[src/rtl/secuenciador_suma_serie.sv]
// Serial multi-word adder: one shared 4-bit ripple adder walks the operands
// a nibble per clock, carrying between cycles through a register.

// 4-bit ripple-carry adder, shared datapath slice.
module sumador4b_verilog (
  input  logic [3:0] a,
  input  logic [3:0] b,
  input  logic       ci,
  output logic [3:0] s,
  output logic       co
);
  logic [4:0] c;

  assign c[0] = ci;

  for (genvar i = 0; i < 4; i++) begin : g_fa
    assign s[i]   = a[i] ^ b[i] ^ c[i];
    assign c[i+1] = (a[i] & b[i]) | (c[i] & (a[i] ^ b[i]));
  end

  assign co = c[4];
endmodule

module secuenciador_suma_serie #(
  parameter int NIBBLES = 4
) (
  input  logic                 clk,
  input  logic                 rst,
  input  logic                 start,
  input  logic [4*NIBBLES-1:0] a,
  input  logic [4*NIBBLES-1:0] b,
  input  logic                 Ci,
  output logic                 busy,
  output logic                 done,
  output logic [4*NIBBLES:0]   Y,
  output logic                 Co
);
  localparam int W  = 4 * NIBBLES;
  localparam int IW = (NIBBLES > 1) ? $clog2(NIBBLES) : 1;

  typedef enum logic [1:0] {IDLE, RUN, DONE} state_t;

  state_t        state, state_nxt;
  logic [W-1:0]  a_sh, b_sh;
  logic          carry;
  logic [IW-1:0] idx;
  logic          last;
  logic [3:0]    sum;
  logic          cout;

  assign last = (idx == IW'(NIBBLES - 1));

  sumador4b_verilog u_add (
    .a  (a_sh[3:0]),
    .b  (b_sh[3:0]),
    .ci (carry),
    .s  (sum),
    .co (cout)
  );

  // State register.
  always_ff @(posedge clk) begin
    if (rst) state <= IDLE;
    else     state <= state_nxt;
  end

  // Next-state: RUN lasts exactly NIBBLES cycles, DONE one cycle.
  always_comb begin
    state_nxt = state;
    case (state)
      IDLE:    if (start) state_nxt = RUN;
      RUN:     if (last)  state_nxt = DONE;
      DONE:    state_nxt = IDLE;
      default: state_nxt = IDLE;
    endcase
  end

  // Datapath and registered outputs; done pulses on the DONE->IDLE edge.
  always_ff @(posedge clk) begin
    if (rst) begin
      a_sh  <= '0;
      b_sh  <= '0;
      carry <= 1'b0;
      idx   <= '0;
      Y     <= '0;
      Co    <= 1'b0;
      busy  <= 1'b0;
      done  <= 1'b0;
    end else begin
      case (state)
        IDLE: begin
          done <= 1'b0;
          if (start) begin
            a_sh  <= a;
            b_sh  <= b;
            carry <= Ci;
            idx   <= '0;
            Y     <= '0;
            Co    <= 1'b0;
            busy  <= 1'b1;
          end
        end
        RUN: begin
          for (int i = 0; i < NIBBLES; i++)
            if (idx == IW'(i)) Y[4*i +: 4] <= sum;
          carry <= cout;
          a_sh  <= a_sh >> 4;
          b_sh  <= b_sh >> 4;
          idx   <= idx + 1'b1;
          if (last) begin
            Y[W] <= cout;
            Co   <= cout;
            busy <= 1'b0;
          end
        end
        DONE: done <= 1'b1;
        default: ;
      endcase
    end
  end
endmodule
[config.mk]
export PLATFORM = sky130hd
export DESIGN_NAME = secuenciador_suma_serie
export DESIGN_NICKNAME = d
export VERILOG_FILES = /design/src/rtl/secuenciador_suma_serie.sv
export SDC_FILE = /design/constraint.sdc
export NUM_CORES = 1
export LEC_CHECK = 0
export CORE_ASPECT_RATIO = 0.75
export CORE_MARGIN = 10
export CORE_UTILIZATION = 46
export DETAILED_ROUTE_END_ITERATION = 12
export PLACE_DENSITY = 0.76
export SYNTH_ARGS = -nofsm -noshare
export SYNTH_HDL_FRONTEND = slang
export SYNTH_SLANG_ARGS = --single-unit
[constraint.sdc]
create_clock -name clk -period 2.3 [get_ports clk]
set_input_delay 0.69 -clock clk [delete_from_list [all_inputs] [get_ports clk]]
set_output_delay 0.69 -clock clk [all_outputs]
set_load 0.005 [all_outputs]
# Word-level counts from Yosys, hierarchy flattened
# Cells that the tools add are included.
dict set report word_totals {
  output_inout_bits 20
  ff_bits 57
  input_bits 36
  elab_cells 77
}
dict set report classes {
  bitwise 20
  eq_ne 10
  n_reduce_logical 10
  mux 24
  addsub 1
}
# cell n
set ops {}
lappend ops {{16-bit case mux with 2 select lines} 2}
lappend ops {{17-bit case mux with 2 select lines} 1}
lappend ops {{16-bit two-way mux} 2}
lappend ops {{17-bit two-way mux} 1}
lappend ops {{4-bit two-way mux} 4}
lappend ops {{3-bit AND reduction} 4}
lappend ops {{2-bit != test (second input constant)} 5}
lappend ops {{1-bit bitwise AND} 8}
lappend ops {{1-bit case mux with 2 select lines} 4}
lappend ops {{2-bit case mux with 2 select lines} 2}
lappend ops {{1-bit XOR} 8}
lappend ops {{2-bit == test (second input constant)} 3}
lappend ops {{2-bit two-way mux} 3}
lappend ops {{1-bit two-way mux} 5}
lappend ops {{2-bit by 1-bit == test with 1-bit output (second input constant)} 2}
lappend ops {{2-bit logical NOT} 2}
lappend ops {{1-bit OR} 4}
lappend ops {{2-bit AND reduction} 2}
lappend ops {{2-bit nonzero test} 2}
lappend ops {{2-bit by 1-bit adder with 2-bit output (second input constant)} 1}

# Depth between registers and ports, before layout
dict set report logic_depth {
  word_depth 11
  mapped_depth 9
  ltp_nobuf 9
}

# Cells and area by module
# From an unflattened synthesis, not the netlist that was laid out.
dict set report hier_totals {
  hier_cells 237
  area_unflattened_um2 2686.3
}
# module instances cells_per_inst seq_area_each_um2 area_each_um2
set by_module_without_submodules {}
lappend by_module_without_submodules {secuenciador_suma_serie 1 223 1121.1 2568.7}
lappend by_module_without_submodules {sumador4b_verilog 1 14 0.0 117.6}

# Worst setup path before layout
# No wires, ideal clock.
dict set report synth_timing {
  path_type {reg2reg}
  startpoint {register a_sh[0]}
  endpoint {register Y[15]}
  setup_slack_ns 0.101
  path_buffers 0
  path_stages_with_launch 10
  required_time_ns 2.167
  period_less_slack_ns 2.199
  arrival_time_ns 2.067
  setup_ns 0.133
  path_cell_list {dfxtp_1 -> inv_1 -> fa_1 -> fa_1 -> inv_1 -> fa_1 -> fa_1 -> nor2b_1 -> nand3_1 -> a31oi_1}
}
dict set report synth_between {
  elab_chain_cells 10
  word_cells_on_any_way 11
}
# element line_no
set synth_lines {}
lappend synth_lines {{start, declared} 44} ;# logic [W-1:0] a_sh, b_sh;
lappend synth_lines {{start signal, assigned} 107} ;# a_sh <= a_sh >> 4;
lappend synth_lines {{1-bit XOR} 18} ;# assign c[i+1] = (a[i] & b[i]) | (c[i] & (a[i] ^ b[i]));
lappend synth_lines {{1-bit bitwise AND} 18}
lappend synth_lines {{1-bit OR (*)} 18}
lappend synth_lines {{1-bit bitwise AND (*)} 18}
lappend synth_lines {{1-bit OR (*)} 18}
lappend synth_lines {{1-bit bitwise AND (*)} 18}
lappend synth_lines {{1-bit OR (*)} 18}
lappend synth_lines {{1-bit XOR (*)} 17} ;# assign s[i] = a[i] ^ b[i] ^ c[i];
lappend synth_lines {{4-bit two-way mux (*)} 105} ;# if (idx == IW'(i)) Y[4*i +: 4] <= sum;
lappend synth_lines {{17-bit case mux with 2 select lines (*)} 90} ;# case (state)
lappend synth_lines {{end signal, assigned by index} 105}
lappend synth_lines {{end signal, assigned by index} 111} ;# Y[W] <= cout;
lappend synth_lines {{end, declared} 35} ;# output logic [4*NIBBLES:0] Y,
# Mark *: on every way between the ends. The rest lies on a longest branch, timed or not. The select of a mux whose other input is x is not followed.
# A chain may end at the register's enable or synchronous reset.

# Worst setup path after layout
dict set report layout_timing {
  startpoint {register a_sh[0]}
  endpoint {register Y[7]}
}
# The elaborated chain is that of the path after synthesis.

==> impl_metrics.env <==
export IMPL_status="finished clean"
export IMPL_fp_dieW_um=108.5
export IMPL_worst_pin_slew_ps=674.0
export IMPL_clock_latency_ps=320
export IMPL_path_cells="inv_1, fa_2, fa_2, inv_2, fa_2, fa_1, nor2b_4, nand3_1, a31oi_1"
export IMPL_cpMaxStageDelayCell="fa_1"
export IMPL_slew_headroom=0.5504
export IMPL_min_period_ps=2214
export IMPL_skew_ps=12.71
export IMPL_io_pins=56
export IMPL_grt_pass1_vias=2145
export IMPL_max_freq_mhz=451.7
export IMPL_place_area_sq_mm=0.003281
export IMPL_yosysWarnings=0
export IMPL_netlist_area_sq_mm=0.002704
export IMPL_place_hpwl_um=4643
export IMPL_min_path_type="flop to flop"
export IMPL_worstPathRequired_ps=2500
export IMPL_vdd_drop_max_uv=296.1
export IMPL_end_kind="flop"
export IMPL_multi_input_area_sq_mm=0.001385
export IMPL_clock_path_buffers=2
export IMPL_grt_pass1_wl_um=10360
export IMPL_drc=0
export IMPL_path_max_fanout=4
export IMPL_syn_area_per_cell_sq_um=9.554
export IMPL_antenna_found_initial=0
export IMPL_start_kind="flop"
export IMPL_routed_wl_um=6288
export IMPL_critPathKind="flop to flop"
export IMPL_drv_cap=0
export IMPL_cts_clk_slew_worst_paths_ps=100
export IMPL_pre_cts_ws_ps=-5.306
export IMPL_setup_ws_ps=85.96
export IMPL_cts_sinks=56
export IMPL_ys_seq_area_frac=0.4146
export IMPL_start_util=0.4690
export IMPL_ys_types=32
export IMPL_io_buffers=55
export IMPL_synth_nets=327
export IMPL_cts_tree="done"
export IMPL_dr_total_vias=2163
export IMPL_cts_made_buffers=5
export IMPL_layout_filler_cells=519
export IMPL_fin_area_sq_mm=0.003412
export IMPL_synth_cells=283
export IMPL_cts_root_buf="clkbuf_8"
export IMPL_ys_ff_latch=56
export IMPL_dieArea_sq_mm=0.009376
export IMPL_slew_violations=0
export IMPL_fp_dieH_um=86.40
export IMPL_drive_gt1_frac=0.1612
export IMPL_rsz0062_at_grt="false"
export IMPL_crit_family="adder cells"
export IMPL_cellPowerDensity_mw_per_mm2=629.6
export IMPL_grt_usage=0.1357
export IMPL_grt_max_degree=31
export IMPL_diodes=0
export IMPL_arrival_ps=2410
export IMPL_via_per_inst=5.237
export IMPL_slowest_delay_ps=420
export IMPL_synth_edf_count=0
export IMPL_post_route_util=0.5918
export IMPL_p_leak_nw=1.239
export IMPL_wl_per_cell_um=15.23
export IMPL_drtIter0Drc=165
export IMPL_seqCellArea_sq_mm=0.001124
export IMPL_dr_pass1_iters=4
export IMPL_period_share=0.9626
export IMPL_synthArstFlopShare=0
export IMPL_overflow=0
export IMPL_nets=378
export IMPL_cpMostUsedCell="fa_2"
export IMPL_synth_flop_cell="dfxtp_1"
export IMPL_ant_nets=0
export IMPL_gp_congestion=0.8108
export IMPL_core_area_sq_mm=0.005766
export IMPL_finalSetupViolations=0
export IMPL_hold_viol=0
export IMPL_rows=24
export IMPL_syn_to_final_growth_pct=26.19
export IMPL_critPathBufInv=2
export IMPL_h_tree_depth=2
## cell usage after synthesis (3+ instances only)
| cell type | n | area [sq um] |
|---|---|---|
| dfxtp_1 | 56 | 1121 |
| nor2_1 | 31 | 116.4 |
| nand2_1 | 28 | 105.1 |
| mux2i_1 | 27 | 270.3 |
| a211oi_2 | 25 | 312.8 |
| nand3_1 | 22 | 110.1 |
| a31oi_1 | 14 | 87.58 |
| a21oi_1 | 11 | 55.05 |
| inv_1 | 11 | 41.29 |
| o21ai_0 | 9 | 45.04 |
| buf_2 | 5 | 25.02 |
| buf_4 | 5 | 37.54 |
| clkbuf_1 | 5 | 18.77 |
| nor2b_1 | 5 | 31.28 |
| fa_1 | 4 | 80.08 |
| ha_1 | 4 | 50.05 |
| and2b_1 | 3 | 22.52 |
## where the power goes
group | leakage [nW] | switching (mW) | internal, mW
sequential | 0.460 | 0.0423 | 1.03
clock | 0.0552 | 0.323 | 0.324
combinational | 0.723 | 0.217 | 0.211
total | 1.24 | 0.583 | 1.57
## worst paths after layout
kind                        startpoint  slack [ps]                  to  cells past startpoint
hold / removal      Y[12]$_SDFFE_PP0P_         480  Y[12]$_SDFFE_PP0P_                      1
setup / recovery  a_sh[0]$_SDFFE_PP0P_          90   Y[7]$_SDFFE_PP0P_                      9
setup reg to reg  a_sh[0]$_SDFFE_PP0P_          90   Y[7]$_SDFFE_PP0P_                      9
hold reg to reg     Y[12]$_SDFFE_PP0P_         480  Y[12]$_SDFFE_PP0P_                      1
## final cells by class
class	instances	share of cell area
clock buffers	6	0.02127
well taps	78	0.02860
clock inverters	2	0.01027
multi-input cells	193	0.4059
repair buffers	66	0.1914
flip-flops and latches	56	0.3293
inverters	12	0.01320
## layer usage
layer / wire [um] / GRT usage / vias up / share of wire
met5: 0 / 0 / - / 0
met4: 82 / 0.04659 / 0 / 0.013
met3: 513 / 0.04818 / 10 / 0.082
met2: 2720 / 0.2046 / 55 / 0.43
met1: 2972 / 0.1756 / 1009 / 0.47
li1: - / - / 1089 / -
## metrics by stage
stage | hold WS (ps) | setup TNS [ps] | power (mW) | cells
after global placement | 457.8 | 0 | 1.501 | 404
after detailed placement | 451.7 | -8.905 | 1.512 | 404
after global routing | 498.3 | 0 | 2.253 | 413
after floorplan | 453.8 | 0 | 1.376 | 283
after CTS | 482.8 | 0 | 2.146 | 412
final | 482.8 | 0 | 2.148 | 413
## cells by family after synthesis
kind of cell,share of synthesized area
AOI/OAI and AO/OA,0.2073
adders and majority gates,0.04813
buffers and inverters,0.07866
DFF,0.4146
muxes,0.1041
and+or+nand+nor,0.1472
## state kept, by name (all words and copies together), names as in the netlist
signal	flops
busy	1
a_sh	16
state	2
Y	17
done	1
carry	1
idx	2
b_sh	16
## placed cells by master (no fill, tap or decap), types with 9 or more instances in the layout
master,Yosys,routed
nor2_1,31,31
buf_4,5,9
a211oi_2,25,25
nand2_1,28,28
inv_1,11,10
dfxtp_1,56,54
a31oi_1,14,14
o21ai_0,9,9
nand3_1,22,22
clkdlybuf4s50_1,0,54
a21oi_1,11,11
mux2i_1,27,27
## timing repair
item | in CTS | in global routing
setup buffers | 0 | 1
gates resized for setup | 1 | 6
hold buffers | 0 | 0
cloned | 0 | 0
endpoints found under the setup margin | 4 | 4
Power figures use the tool's default switching activity.
==> patch 1 (same flow settings) <==
Reset style: asynchronous (`rst`), changed in 2 clocked blocks.
--- a/src/rtl/secuenciador_suma_serie.sv
+++ b/src/rtl/secuenciador_suma_serie.sv
@@ -59,7 +59,7 @@
   );
 
   // State register.
-  always_ff @(posedge clk) begin
+  always_ff @(posedge clk or posedge rst) begin
     if (rst) state <= IDLE;
     else     state <= state_nxt;
   end
@@ -76,7 +76,7 @@
   end
 
   // Datapath and registered outputs; done pulses on the DONE->IDLE edge.
-  always_ff @(posedge clk) begin
+  always_ff @(posedge clk or posedge rst) begin
     if (rst) begin
       a_sh  <= '0;
       b_sh  <= '0;
Formal check against the unedited RTL: differs if rst is asserted again (counterexample within 4 cycles, from zero or initial values and one cycle with rst high); with rst held inactive, the same outputs for 10 cycles.
==> patch 1 against the original RTL <==
First-iteration DRC count shrank 25%; synthesized cell count decreased by 3.5%; setup slack got worse by 0.059 ns; sequential cell count did not move; cell area up 2.4%; area after synthesis barely moved; routed wire length increased by 8.1%; fmax down 2.6%.
Power is not compared: it rests on default switching activity, and its combinational part moved more than twofold at a synthesized area within 25%.
==> patch 1: results (changes against the original RTL) <==
Synthesis
  • Post-synth ARST share: 100.0% (+100 points)
  • Adder and majority gate portion of the synthesized area: 4.815% (about the same)
  • Register area share after synthesis: 51.85% (+10 points)
  • Top-area cell type share of the netlist area: 51.85% (+10 points)
  • Post-synthesis mux area share: 0% (-10 points)
  • Net Count, Synth: 317 (-3.1%)
  • Synth cell types: 34 (+6.3%)
  • Top cells by area, synth: dfrtp_1, nand2_1, o22ai_1

GRT
  • Largest net degree at the start of global routing: 57 (+84%)
  • Global-route wire length before repair: 11,590 µm (+12%)
  • GR Util All Layers: 14.92% (+1.3 points)

Place
  • Post-placement cell area: 0.003357 mm² (+2.3%)
  • Post-DP HPWL: 4876 µm (+5.0%)
  • GPL Wtd Cong: 0.7965 (-1.8%)

Run status
  • Status: completed

Worst setup path
  • Critical Path AT: 2.49 ns (+0.08 ns)
  • R2R depth: 10 (+1)

Layout
  • # fillers: 509 (-1.9%)
  • Share of cells above drive strength 1: 10.64% (-5.5 points)
  • Fin nets: 372 (-1.6%)

Drt
  • Via count: 2,254 (+4.2%)
  • Avg WL per Cell: 16.70 µm (+9.7%)
  • Starting DRT DRC Count: 124 (-25%)

Timing
  • Slew @ Worst Pin: 0.6621 ns (-0.01186 ns)
  • Setup Skew: 0.005177 ns (-0.007529 ns)

Min path
  • Hold path cells: 2 (+1)

CTS
  • Clk_lat worst skew: 0.30 ns (-0.02 ns)
  • Root buffer cell: clkbuf_8

Power
  • Leakage: 0.001469 µW
  • VDD IR max: 0.5628 mV
[patch 1: cell count changes after synthesis, sizes merged, moves of 7 or more]
cell    change
a211oi     -24
a21oi       +9
a22o        +8
a31oi      -14
dfrtp      +56
dfxtp      -56
inv         +7
mux2i      -27
nand2      +16
nand3      -22
nor2       -14
o211ai      +9
o22ai      +18
[patch 1: stage by stage]
step / cells / utilization [%] / hold WS [ns] / setup slack [ns]
finish: 407 / 60.59 / 0.5028 / 0.02655
global route: 407 / 60.59 / 0.5466 / -0.07704
floorplan: 273 / - / 0.4675 / 0.1344
detailed placement: 397 / 58.22 / 0.4833 / -0.02439
CTS: 405 / 60.20 / 0.5097 / 0.003424
global placement: 397 / 58.22 / 0.4787 / 0.04822
[patch 1: cell families (layout without fill, tap and decap cells)]
kind of cell / count (synthesis) / after routing
buffers and inverters: 38 / 94
AOI/OAI and AO/OA: 83 / 83
and+or+nand+nor: 88 / 88
DFF: 56 / 56
adders and majority gates: 8 / 8
[patch 1: area by class of cell]
| type | instances | area [µm²] | share of cell area, % |
|---|---|---|---|
| flip-flops and latches | 56 | 1401 | 40.11 |
| multi-input cells | 179 | 1146 | 32.81 |
| repair buffers | 67 | 665.6 | 19.05 |
| well taps | 78 | 97.59 | 2.794 |
| inverters | 19 | 71.32 | 2.042 |
| clock buffers | 5 | 68.82 | 1.970 |
| clock inverters | 3 | 42.54 | 1.218 |
[patch 1: routing by layer]
metal | wire length, µm | track usage (%) | up-vias | part of all wire [%]
li1 | - | - | 1074 | -
met1 | 3221 | 20.66 | 1107 | 47
met2 | 3040 | 23.52 | 67 | 45
met3 | 486 | 4.151 | 6 | 7.2
met4 | 46 | 1.434 | 0 | 0.68
met5 | 0 | 0 | - | 0
[patch 1: path summary, 6_finish.rpt]
kind                       slack (ns)                 from                   end
hold / removal                   0.50     done$_DFFE_PP0P_      done$_DFFE_PP0P_
setup reg to reg                 0.03  b_sh[0]$_DFFE_PP0P_     Y[15]$_DFFE_PP0P_
hold reg to reg                  0.50     done$_DFFE_PP0P_      done$_DFFE_PP0P_
setup / recovery                 0.03  b_sh[0]$_DFFE_PP0P_     Y[15]$_DFFE_PP0P_
max in group asynchronous        1.30                  rst  a_sh[15]$_DFFE_PP0P_
min in group asynchronous        0.74                  rst   a_sh[9]$_DFFE_PP0P_
[patch 1: repair_timing]
item | in CTS | in global routing
gates resized for setup | 1 | 9
pin swaps | 0 | 6
setup endpoints to repair | 4 | 5
setup buffers | 0 | 2
[patch 1: worst max-delay path, cell delays in order, from the launching register on]
cell	delay [ns]
dfrtp_1	0.41
inv_2	0.07
fa_2	0.19
inv_2	0.04
fa_2	0.32
inv_2	0.07
fa_2	0.19
inv_2	0.04
fa_1	0.54
nand2_2	0.09
o211ai_1	0.23
==> patch 2 (same settings) <==
Without the edit above. Set the parameter `NIBBLES` to 2 (it was 4).
--- a/src/rtl/secuenciador_suma_serie.sv
+++ b/src/rtl/secuenciador_suma_serie.sv
@@ -22,7 +22,7 @@
 endmodule
 
 module secuenciador_suma_serie #(
-  parameter int NIBBLES = 4
+  parameter int NIBBLES = 2
 ) (
   input  logic                 clk,
   input  logic                 rst,
Interface: changed (resized Y, a and b); port bits go from 56 to 32. The function was not compared with the original's and may differ.
==> patch 2 against the original RTL <==
Cell area is 45% lower; setup slack better by 0.032 ns; routed wire length decreased by 48%; non-clock buffer count is 31 lower; core utilization is 3.4 points higher; power decreased by 39%; clock skew down 0.0060 ns; sequential cell count fell by 25; area after synthesis decreased by 46%; largest cell class unchanged; highest routed layer unchanged.
==> patch 2: results (changes against the original RTL) <==
Synthesis
  • Net Count, Synth: 167 (-49%)
  • Register area share after synthesis: 42.72% (+1.3 points)
  • Top cells by area, synth: dfxtp_1, a211oi_2, mux2i_1
  • Post-synth ARST share: 0% (unchanged)
  • Synth top cells by count: dfxtp_1, inv_1, a21oi_1, nor2_1
  • Synth cell types: 27 (-16%)
  • Syn Inst Count: 143 (-49%)
  • Warnings, synthesis: 0 (unchanged)

Layout
  • Share of cells above drive strength 1: 16.00% (-0.12 points)
  • Antenna diodes: 0 (unchanged)
  • Fin nets: 198 (-48%)
  • # fillers: 250 (-52%)
  • Largest regs: Y x9, a_sh x8, b_sh x8

Power
  • Pwr dens: 698.9 mW/mm² (+11%)
  • Sequential Power: 600 µW (-44%)
  • Clock network power: 460 µW (-29%)
  • VDD IR max: 0.3988 mV (+35%)
  • Leakage: 0.0006865 µW (-45%)
  • NetSw: 330.7 µW (-43%)

Timing
  • Setup Skew: 0.006729 ns (-0.005976 ns)
  • Slew @ Worst Pin: 0.5993 ns (-0.07472 ns)
  • Hold slack: 0.4595 ns (-0.02332 ns)

GRT
  • Largest net degree at the start of global routing: 24 (-23%)
  • M1 GR Usage: 13.06% (-4.5 points)
  • GR Util All Layers: 11.54% (-2.0 points)
  • Global-route wire length before repair: 5395 µm (-48%)
  • GR Util met2: 18.23% (-2.2 points)
  • Vias in the first global route: 1,147 (-47%)
  • Met3 GRT Util: 5.269% (+0.45 points)

Worst setup path
  • Crit path capture: Y[3]$_SDFFE_PP0P_
  • Crit-path max FO: 2 (-2)
  • R2r setup slk: 0.12 ns (+0.03 ns)
  • Reg2reg end: Y[3]$_SDFFE_PP0P_
  • R2R depth: 10 (+1)
  • Worst setup startpoint: a_sh[0]$_SDFFE_PP0P_
  • CP max-delay cell: fa_1
  • Crit-path max cell delay: 0.40 ns (-0.02 ns)
  • Critical path's top delay family: adder cells
  • Critical Path AT: 2.33 ns (-0.08 ns)

CTS
  • PostCTS Resize Cnt: 0 (-1)
  • Clk_lat worst skew: 0.28 ns (-0.04 ns)
  • Worst-path clk slew: 0.06 ns (-0.04 ns)

Drt
  • Routed length on met2: 1562 µm (-43%)
  • WL final: 3290 µm (-48%)
  • Starting DRT DRC Count: 86 (-48%)
  • Via count: 1,127 (-48%)
  • Vias per cell: 5.291 (+1.0%)
  • Met3 WL: 233 µm (-55%)
  • Metal-1 WL: 1425 µm (-52%)
  • DRT Pass-1 Iters: 4 (unchanged)

Place
  • GPL Wtd Cong: 0.7557 (-6.8%)
  • Placed Cells: 205 (-49%)
  • IO Port Bufs: 31 (-44%)
  • Post-placement cell area: 0.001757 mm² (-46%)
  • Post-DP HPWL: 2415 µm (-48%)

Min path
  • Hold Crit Start: Y[6]$_SDFFE_PP0P_
  • Hold path cells: 1 (unchanged)
  • Hold EP: Y[6]$_SDFFE_PP0P_
  • Hold WC Path Type: register to register

Run status
  • Status: completed
## patch 2: stage by stage
| stage | worst slack [ns] | utilization (%) |
|---|---|---|
| finish | 0.1180 | 62.56 |
| floorplan | 0.1990 | - |
| CTS | 0.06791 | 62.35 |
| global placement | 0.1319 | 58.99 |
| global route | 0.01145 | 62.56 |
| detailed placement | 0.08445 | 58.99 |
## patch 2: logic make-up after synthesis
logic type	Yosys count	share of synthesized area, %
AND/OR/NAND/NOR	32	12.40
flip-flops	31	42.72
multiplexers	11	7.924
adder cells (fa/ha/maj)	4	5.513
buffers and inverters	23	8.871
AO/OA/AOI/OAI	42	22.57
## patch 2: final cells by class
| class | count | area, µm² | share of cell area, % |
|---|---|---|---|
| clock buffers | 8 | 100.1 | 5.373 |
| repair buffers | 35 | 340.3 | 18.27 |
| well taps | 38 | 47.55 | 2.552 |
| flip-flops and latches | 31 | 621.8 | 33.38 |
| inverters | 12 | 45.04 | 2.418 |
| multi-input cells | 89 | 708.2 | 38.01 |
